### config.mk
export PLATFORM = sky130hd
export DESIGN_NAME = exe_stage
export DESIGN_NICKNAME = d
export VERILOG_FILES = /design/src/rtl/exe_stage.sv
export SDC_FILE = /design/constraint.sdc
export NUM_CORES = 1
export LEC_CHECK = 0
export ABC_AREA = 0
export CAP_MARGIN = 20
export CORE_MARGIN = 4
export CORE_UTILIZATION = 28
export DETAILED_ROUTE_END_ITERATION = 8
export PLACE_DENSITY = 0.52
export SYNTH_ARGS = -nofsm -noshare
export SYNTH_HDL_FRONTEND = slang
export SYNTH_SLANG_ARGS = --single-unit
### constraint.sdc
create_clock -name clk -period 7.87 [get_ports clk]
set_input_delay 1.574 -clock clk [delete_from_list [all_inputs] [get_ports clk]]
set_output_delay 1.574 -clock clk [all_outputs]
set_load 0.005 [all_outputs]
### src/rtl/exe_stage.sv
// exe_stage: ARM execute stage with ALU, status register, branch target and EXE/MEM register (EXE_SHIFT_EN adds register barrel shifter)
module exe_stage (
  input  logic        clk,
  input  logic        rst,
  input  logic        MEM_STALL,
  input  logic        WB_EN_IN,
  input  logic        MEM_R_EN_IN,
  input  logic        MEM_W_EN_IN,
  input  logic        B_IN,
  input  logic        S_IN,
  input  logic [3:0]  EXE_CMD_IN,
  input  logic [31:0] PC_IN,
  input  logic [31:0] VAL_RN_IN,
  input  logic [31:0] VAL_RM_IN,
  input  logic        IMM_IN,
  input  logic [11:0] SHIFT_OPERAND_IN,
  input  logic [23:0] SIGNED_IMM_24_IN,
  input  logic [3:0]  DEST_IN,
  output logic [3:0]  SR,
  output logic        BRANCH_TAKEN,
  output logic [31:0] BRANCH_ADDR,
  output logic        WB_EN,
  output logic        MEM_R_EN,
  output logic        MEM_W_EN,
  output logic [31:0] ALU_RES,
  output logic [31:0] VAL_RM,
  output logic [3:0]  DEST
);
  logic [31:0] imm8, imm_rot, shifted, val2, opb, res;
  logic [32:0] sum;
  logic [4:0]  rot;
  logic        arith, sub, cin, c_n, v_n;
`ifdef EXE_SHIFT_EN
  logic [4:0]  sh;
`endif
  always_comb begin
    imm8 = {24'b0, SHIFT_OPERAND_IN[7:0]};
    rot = {SHIFT_OPERAND_IN[11:8], 1'b0};
    imm_rot = (imm8 >> rot) | (imm8 << (6'd32 - {1'b0, rot}));
`ifdef EXE_SHIFT_EN
    sh = SHIFT_OPERAND_IN[11:7];
    shifted = SHIFT_OPERAND_IN[6:5] == 2'b00 ? VAL_RM_IN << sh :
              SHIFT_OPERAND_IN[6:5] == 2'b01 ? VAL_RM_IN >> sh :
              SHIFT_OPERAND_IN[6:5] == 2'b10 ? 32'($signed(VAL_RM_IN) >>> sh) :
              (VAL_RM_IN >> sh) | (VAL_RM_IN << (6'd32 - {1'b0, sh}));
`else
    shifted = VAL_RM_IN;
`endif
    val2 = (MEM_R_EN_IN | MEM_W_EN_IN) ? {20'b0, SHIFT_OPERAND_IN} : IMM_IN ? imm_rot : shifted;
    arith = EXE_CMD_IN[3:1] == 3'b001 || EXE_CMD_IN[3:1] == 3'b010;
    sub = EXE_CMD_IN[3:1] == 3'b010;
    opb = sub ? ~val2 : val2;
    cin = EXE_CMD_IN[0] ? SR[1] : sub;
    sum = {1'b0, VAL_RN_IN} + {1'b0, opb} + {32'b0, cin};
    res = EXE_CMD_IN == 4'b0001 ? val2 :
          EXE_CMD_IN == 4'b1001 ? ~val2 :
          arith ? sum[31:0] :
          EXE_CMD_IN == 4'b0110 ? VAL_RN_IN & val2 :
          EXE_CMD_IN == 4'b0111 ? VAL_RN_IN | val2 :
          EXE_CMD_IN == 4'b1000 ? VAL_RN_IN ^ val2 : 32'b0;
    c_n = arith ? sum[32] : SR[1];
    v_n = arith ? (VAL_RN_IN[31] == opb[31]) && (sum[31] != VAL_RN_IN[31]) : SR[0];
  end
  assign BRANCH_TAKEN = B_IN;
  assign BRANCH_ADDR = PC_IN + {{6{SIGNED_IMM_24_IN[23]}}, SIGNED_IMM_24_IN, 2'b00};
  always_ff @(posedge clk) begin
    if (rst) begin
      SR <= '0;
      WB_EN <= 1'b0;
      MEM_R_EN <= 1'b0;
      MEM_W_EN <= 1'b0;
      ALU_RES <= '0;
      VAL_RM <= '0;
      DEST <= '0;
    end else if (!MEM_STALL) begin
      WB_EN <= WB_EN_IN;
      MEM_R_EN <= MEM_R_EN_IN;
      MEM_W_EN <= MEM_W_EN_IN;
      ALU_RES <= res;
      VAL_RM <= VAL_RM_IN;
      DEST <= DEST_IN;
      if (S_IN) SR <= {res[31], res == 32'b0, c_n, v_n};
    end
  end
endmodule

==> flow_metrics.tcl, run 1 <==
set metrics [dict create \
    final_cells 2072 \
    route.detailed.wl_per_inst_um 20.7 \
    ctsResizeCount 0 \
    r2r_slack_ps 3520 \
    crit_chain "clkdlybuf4s50_1, inv_1, ha_1, nor3b_1, inv_1, o21ai_1, xnor2_1, fa_1, fa_1, nor2b_1, o211ai_1, a21oi_1, o211ai_2, a211oi_1, o21ai_1, o311a_1, xnor2_1, a221oi_1, o21ai_0, o31ai_2" \
    grt_pass1_vias 10800 \
    synth_flop_cell "dfxtp_1" \
    vias_per_cell 5.42 \
    pwr-share-comb 0.502 \
    gp_congestion 0.917 \
    switching_power_mw 0.666 \
    final_layout_size_suffix_gt1_frac 0.0615 \
    clockPowerShare 0.262 \
    r2r_start "SR[1]$_SDFFE_PP0P_" \
    yosysWarnings 0 \
    num_rows 69 \
    numCtsBuffers 9 \
    final.period_utilization 0.889 \
    hold_viol 0 \
    io_pins 257 \
    place_area_mm2 0.0132 \
    ys_ff_latch 75 \
    nets 1883 \
    cp-start-kind "input port" \
    die-area_mm2 0.0391 \
    powerDensity_mw_per_mm2 131 \
    synthToLayoutAreaGrowth_pct 34.3 \
    avgSynthCellArea_um2 7.31 \
    arrival_ps 7260 \
    firstDrtPassIters 5 \
    hpwl_um 34000 \
    multiInputGateArea_mm2 0.00793 \
    grt_max_degree 77 \
    regArea_mm2 0.00150 \
    diodes 0 \
    setup_viol 0 \
    status "completed" \
    hold_buffers 0 \
    max_stage_delay_ps 510 \
    die_x_um 198 \
    clockRootBuffer "clkbuf_16" \
    min_path_type "reg -> reg" \
    routed-via-count 11200 \
    initial_core_util 0.284 \
    slew_violations 0 \
    htreeDepth 3 \
    post-cts-setup-buffers 0 \
    finClkSkew_ps 3.52 \
    async_flop_share 0 \
    path_clk_slew_ps 60 \
    cts_tree "built" \
    gr-total-overflow 0 \
    io_buffers 250 \
    worst-setup-path-type "in -> reg" \
    min_from "ALU_RES[17]$_SDFFE_PP0N_" \
    grt_pass1_wl_um 64500 \
    holdPathStages 2 \
    swShare 0.375 \
    whs_endpoint "ALU_RES[17]$_SDFFE_PP0N_" \
    rsz0062_at_grt "no" \
    drv_cap 0 \
    leakagePower_nw 5.87 \
    clk_latency_ps 340 \
    cp_max_fo 8 \
    cts_buffer_depth 2 \
    fin_tns_setup_ps 0 \
    design_area_mm2 0.0135 \
    reg2reg_depth 14 \
    syn_inst 1379 \
    max-slew-margin-rel 0.268 \
    ir_worst_vdd_uv 144 \
    numClockSinks 75 \
    synthDistinctLibCells 84 \
    drc_errors 0 \
    netlist_area_mm2 0.0101 \
    fillerInstances 3774 \
    slowest_stage "a211oi_1" \
    ys_seq_area_frac 0.149 \
    antenna_found_initial 0 \
    reg2reg_to "SR[2]$_SDFFE_PP0P_" \
    place_inst 2056 \
    drt-total-wl_um 43000 \
    drt_iter0_markers 774 \
    grt_usage 0.209 \
    min_period_ps 7000 \
    syn_nets 1656 \
    drt.antenna.violating_nets 0 \
    max_freq_mhz 143 \
    required_ps 8130 \
    worst-slew-pin-transition_ps 1100 \
    synth_edf_count 0 \
    p_int_mw 1.11 \
    fp.coreArea_mm2 0.0356 \
    die_height_um 198 \
    endpoint_kind "flip-flop" \
    seqPwrFrac 0.236 \
]
-- critical path: cells and delay by family --
kind / cells / cell delay [ps]
adder cells (fa/ha/maj): 3 / 1300
buffers and inverters: 3 / 640
AND/OR/NAND/NOR: 2 / 550
AO/OA/AOI/OAI: 10 / 2910
XOR/XNOR: 2 / 290
-- power groups by stage --
stage	Combinational (mW)	Sequential, mW	Clock, mW
after floorplan	0.499	0.427	0
final	0.892	0.419	0.465
after detailed placement	0.884	0.427	0
after CTS	0.890	0.419	0.478
after global routing	0.974	0.422	0.495
after global placement	0.884	0.427	0
-- logic make-up (layout without fill, tap and decap cells) --
group	after synthesis	after routing	share of synthesized area
mux	69	69	0.0717
simple gates	418	418	0.192
flops	75	75	0.149
fa+ha+maj	128	128	0.161
buf+inv	175	407	0.0678
compound gates	428	428	0.284
xor+xnor	86	86	0.0747
-- cell usage after synthesis, types with 7 or more instances --
library cell / number / area, um^2
a211oi_1: 20 / 150
a21o_1: 35 / 263
a21oi_1: 113 / 566
a221o_1: 8 / 80.1
a221oi_1: 13 / 114
a22oi_1: 13 / 97.6
a31oi_1: 13 / 81.3
and3_1: 10 / 62.6
buf_1: 15 / 56.3
clkbuf_1: 58 / 218
dfxtp_1: 75 / 1500
ha_1: 125 / 1560
inv_1: 91 / 342
mux2i_1: 61 / 611
nand2_1: 102 / 383
nand2b_1: 13 / 81.3
nand3_1: 30 / 150
nand4_1: 13 / 81.3
nor2_1: 164 / 616
nor2b_1: 9 / 56.3
nor3_1: 25 / 125
nor3b_1: 7 / 52.6
nor4_1: 7 / 43.8
o211ai_1: 12 / 90.1
o21a_1: 11 / 82.6
o21ai_0: 81 / 405
o21ai_1: 9 / 45.0
o21bai_1: 9 / 67.6
o22ai_1: 9 / 56.3
o31ai_1: 8 / 60.1
or3_1: 8 / 50.1
xnor2_1: 48 / 420
xor2_1: 38 / 333
-- sequential cells by signal, indices dropped and copies added, names as in the netlist --
name / cells
ALU_RES: 32
VAL_RM: 32
DEST: 4
SR: 4
MEM_R_EN: 1
MEM_W_EN: 1
WB_EN: 1
-- layout by cell type (no fill, tap or decap), types with 20 or more instances in the layout --
| cell type | instances |
|---|---|
| dfxtp_1 | 75 |
| a21o_1 | 35 |
| a21oi_1 | 113 |
| a211oi_1 | 20 |
| ha_1 | 125 |
| nor3_1 | 25 |
| mux2i_1 | 61 |
| nand3_1 | 30 |
| xnor2_1 | 48 |
| clkdlybuf4s50_1 | 248 |
| inv_1 | 91 |
| nand2_1 | 102 |
| nor2_1 | 162 |
| xor2_1 | 38 |
| o21ai_0 | 81 |
| buf_4 | 50 |
-- through the flow --
step	setup slack [ps]	hold slack, ps	util	power (mW)
2_1_floorplan	1300	457	-	0.926
3_3_place_gp	723	455	0.371	1.31
3_5_place_dp	619	464	0.371	1.31
4_1_cts	954	473	0.381	1.79
5_1_grt	372	494	0.381	1.89
6_report	871	476	0.381	1.78
-- routing by layer --
metal  global-route usage  vias to the layer above  part of all wire
li1                     -                     5450                 -
met1                0.293                     5307              0.46
met2                0.331                      422              0.44
met3               0.0364                       49             0.074
met4               0.0579                        0             0.022
met5                    0                        -                 0
-- how the worst max path moves through the flow --
| stage | from | depth (start not counted) | slack, ps | to |
|---|---|---|---|---|
| final | SHIFT_OPERAND_IN[8] | 20 | 870 | SR[2]$_SDFFE_PP0P_ |
| after global routing | SHIFT_OPERAND_IN[8] | 20 | 370 | SR[2]$_SDFFE_PP0P_ |
| after CTS | SHIFT_OPERAND_IN[8] | 20 | 950 | SR[2]$_SDFFE_PP0P_ |
| after detailed placement | SHIFT_OPERAND_IN[8] | 20 | 620 | SR[2]$_SDFFE_PP0P_ |
| after global placement | SHIFT_OPERAND_IN[8] | 19 | 720 | SR[2]$_SDFFE_PP0P_ |
| after floorplan | SHIFT_OPERAND_IN[8] | 22 | 1300 | SR[2]$_SDFFE_PP0P_ |
-- final cells by class --
type	count	area share
Tap cell	461	0.0426
Multi-Input combinational cell	1129	0.585
Timing Repair Buffer	299	0.211
Sequential cell	75	0.111
Inverter	92	0.0255
Clock inverter	6	0.00693
Clock buffer	10	0.0176
(Power assumes the default switching activity.)
==> inputs of run 2 (changes only) <==
--- a/constraint.sdc
+++ b/constraint.sdc
@@ -3,2 +3,2 @@
 set_output_delay 1.574 -clock clk [all_outputs]
-set_load 0.005 [all_outputs]
+set_load 0.01 [all_outputs]
==> flow_metrics.tcl, run 2 (synthesis gave the netlist of run 1 again) <==
set metrics [dict create \
    synthToLayoutAreaGrowth_pct 33.4 \
    path_clk_slew_ps 60 \
    die_height_um 198 \
    cp_max_fo 8 \
    regArea_mm2 0.00150 \
    post-cts-setup-buffers 0 \
    slowest_stage "xor2_1" \
    worst-slew-pin-transition_ps 1000 \
    io_pins 257 \
    ir_worst_vdd_uv 153 \
    max-slew-margin-rel 0.331 \
    place_ws_ps 576 \
    status "completed" \
    antenna_found_initial 0 \
    reg2reg_depth 14 \
    final.period_utilization 0.898 \
    fin_tns_setup_ps 0 \
    io_buffers 250 \
    crit_start "SHIFT_OPERAND_IN[8]" \
    reg_top3 "ALU_RES x32, VAL_RM x32" \
    worst-setup-path-type "in -> reg" \
    gp_congestion 0.930 \
    drt-total-wl_um 43400 \
    cp-start-kind "input port" \
    max_freq_mhz 141 \
    htreeDepth 3 \
    final_layout_size_suffix_gt1_frac 0.0574 \
    max_stage_delay_ps 610 \
    grt_usage 0.210 \
    drt_iter0_markers 937 \
    min_period_ps 7070 \
    r2r_start "SR[1]$_SDFFE_PP0P_" \
    hold_viol 0 \
    rsz0062_at_grt "no" \
    cp_top_family "compound AO/OA/AOI/OAI gates" \
    endpoint_kind "flip-flop" \
    finClkSkew_ps 8.02 \
    powerDensity_mw_per_mm2 130 \
    route.detailed.wl_per_inst_um 21.0 \
    hold_slack_ps 476 \
    required_ps 8130 \
    multiInputGateArea_mm2 0.00793 \
    leakagePower_nw 5.82 \
    die_x_um 198 \
    hold_buffers 0 \
    min_from "ALU_RES[17]$_SDFFE_PP0N_" \
    grt_pass1_wl_um 64800 \
    nets 1877 \
    final_common_cell "clkdlybuf4s50_1" \
    fp.coreArea_mm2 0.0356 \
    whs_endpoint "ALU_RES[17]$_SDFFE_PP0N_" \
    initial_core_util 0.284 \
    layout_common_cells "clkdlybuf4s50_1 (248), nor2_1 (162), ha_1 (125)" \
    numCtsBuffers 9 \
    cpMostUsedCell "xor2_1" \
    setup_viol 0 \
    cts_tree "built" \
    numClockSinks 75 \
    routed-via-count 11300 \
    min_path_type "reg -> reg" \
    num_rows 69 \
    fin_ws_ps 799 \
    crit_chain "clkdlybuf4s50_1, inv_1, ha_1, xor2_1, mux2_2, a221o_1, xor2_1, ha_1, and3_1, a221oi_1, o21a_2, a21oi_1, o22ai_2, o31ai_1, xor2_1, a21oi_1, o2111a_1, or4b_1, o31ai_2" \
    clockRootBuffer "clkbuf_16" \
    drc_errors 0 \
    grt_max_degree 75 \
    holdPathStages 2 \
    die-area_mm2 0.0391 \
    ctsResizeCount 0 \
    drt.antenna.violating_nets 0 \
    hpwl_um 33900 \
    fin_util 0.378 \
    cts_buffer_depth 2 \
    r2r_slack_ps 3560 \
    firstDrtPassIters 5 \
    diodes 0 \
    drv_cap 0 \
    cp_num_buf_inv 2 \
    vias_per_cell 5.46 \
    reg2reg_to "SR[2]$_SDFFE_PP0P_" \
    clk_latency_ps 340 \
    slew_violations 0 \
    gr-total-overflow 0 \
    arrival_ps 7330 \
    grt_pass1_vias 10900 \
    fillerInstances 3803 \
]
==> run 2: worst max-delay path by stage <==
stage / end / slack, ps / cells after the start
after floorplan: SR[2]$_SDFFE_PP0P_ / 1300 / 22
after global placement: SR[2]$_SDFFE_PP0P_ / 600 / 19
after detailed placement: SR[2]$_SDFFE_PP0P_ / 580 / 19
after CTS: SR[2]$_SDFFE_PP0P_ / 930 / 19
after global routing: SR[2]$_SDFFE_PP0P_ / 470 / 19
final: SR[2]$_SDFFE_PP0P_ / 800 / 19
==> run 2: layout make-up <==
class	instances	area share
Inverter	92	0.0257
Clock buffer	9	0.0167
Timing Repair Buffer	293	0.209
Tap cell	461	0.0429
Sequential cell	75	0.112
Multi-Input combinational cell	1129	0.589
Clock inverter	6	0.00483
==> run 2: worst min-delay path: stages, from the launching register on <==
cell	delay [ps]
dfxtp_1	320
nand2_1	60
a21oi_1	50
==> run 2: power by group <==
part / internal [mW] / leakage, nW / switching [mW]
Clock: 0.244 / 0.142 / 0.170
Combinational: 0.414 / 5.06 / 0.501
Sequential: 0.405 / 0.617 / 0.0145
Total: 1.06 / 5.82 / 0.685
==> run 2: per-stage QoR <==
| step | power, mW | std cells | cell area [um^2] |
|---|---|---|---|
| floorplan | 0.948 | 1379 | 10100 |
| global placement | 1.33 | 2050 | 13200 |
| detailed placement | 1.33 | 2050 | 13200 |
| CTS | 1.76 | 2065 | 13500 |
| global route | 1.86 | 2065 | 13500 |
| finish | 1.75 | 2065 | 13500 |
==> run 2: metal layers <==
metal	wire, um	track usage	up-vias
met5	0	0	-
met4	1070	0.0574	0
met3	3250	0.0400	56
met2	19200	0.335	437
met1	19900	0.291	5350
li1	-	-	5431
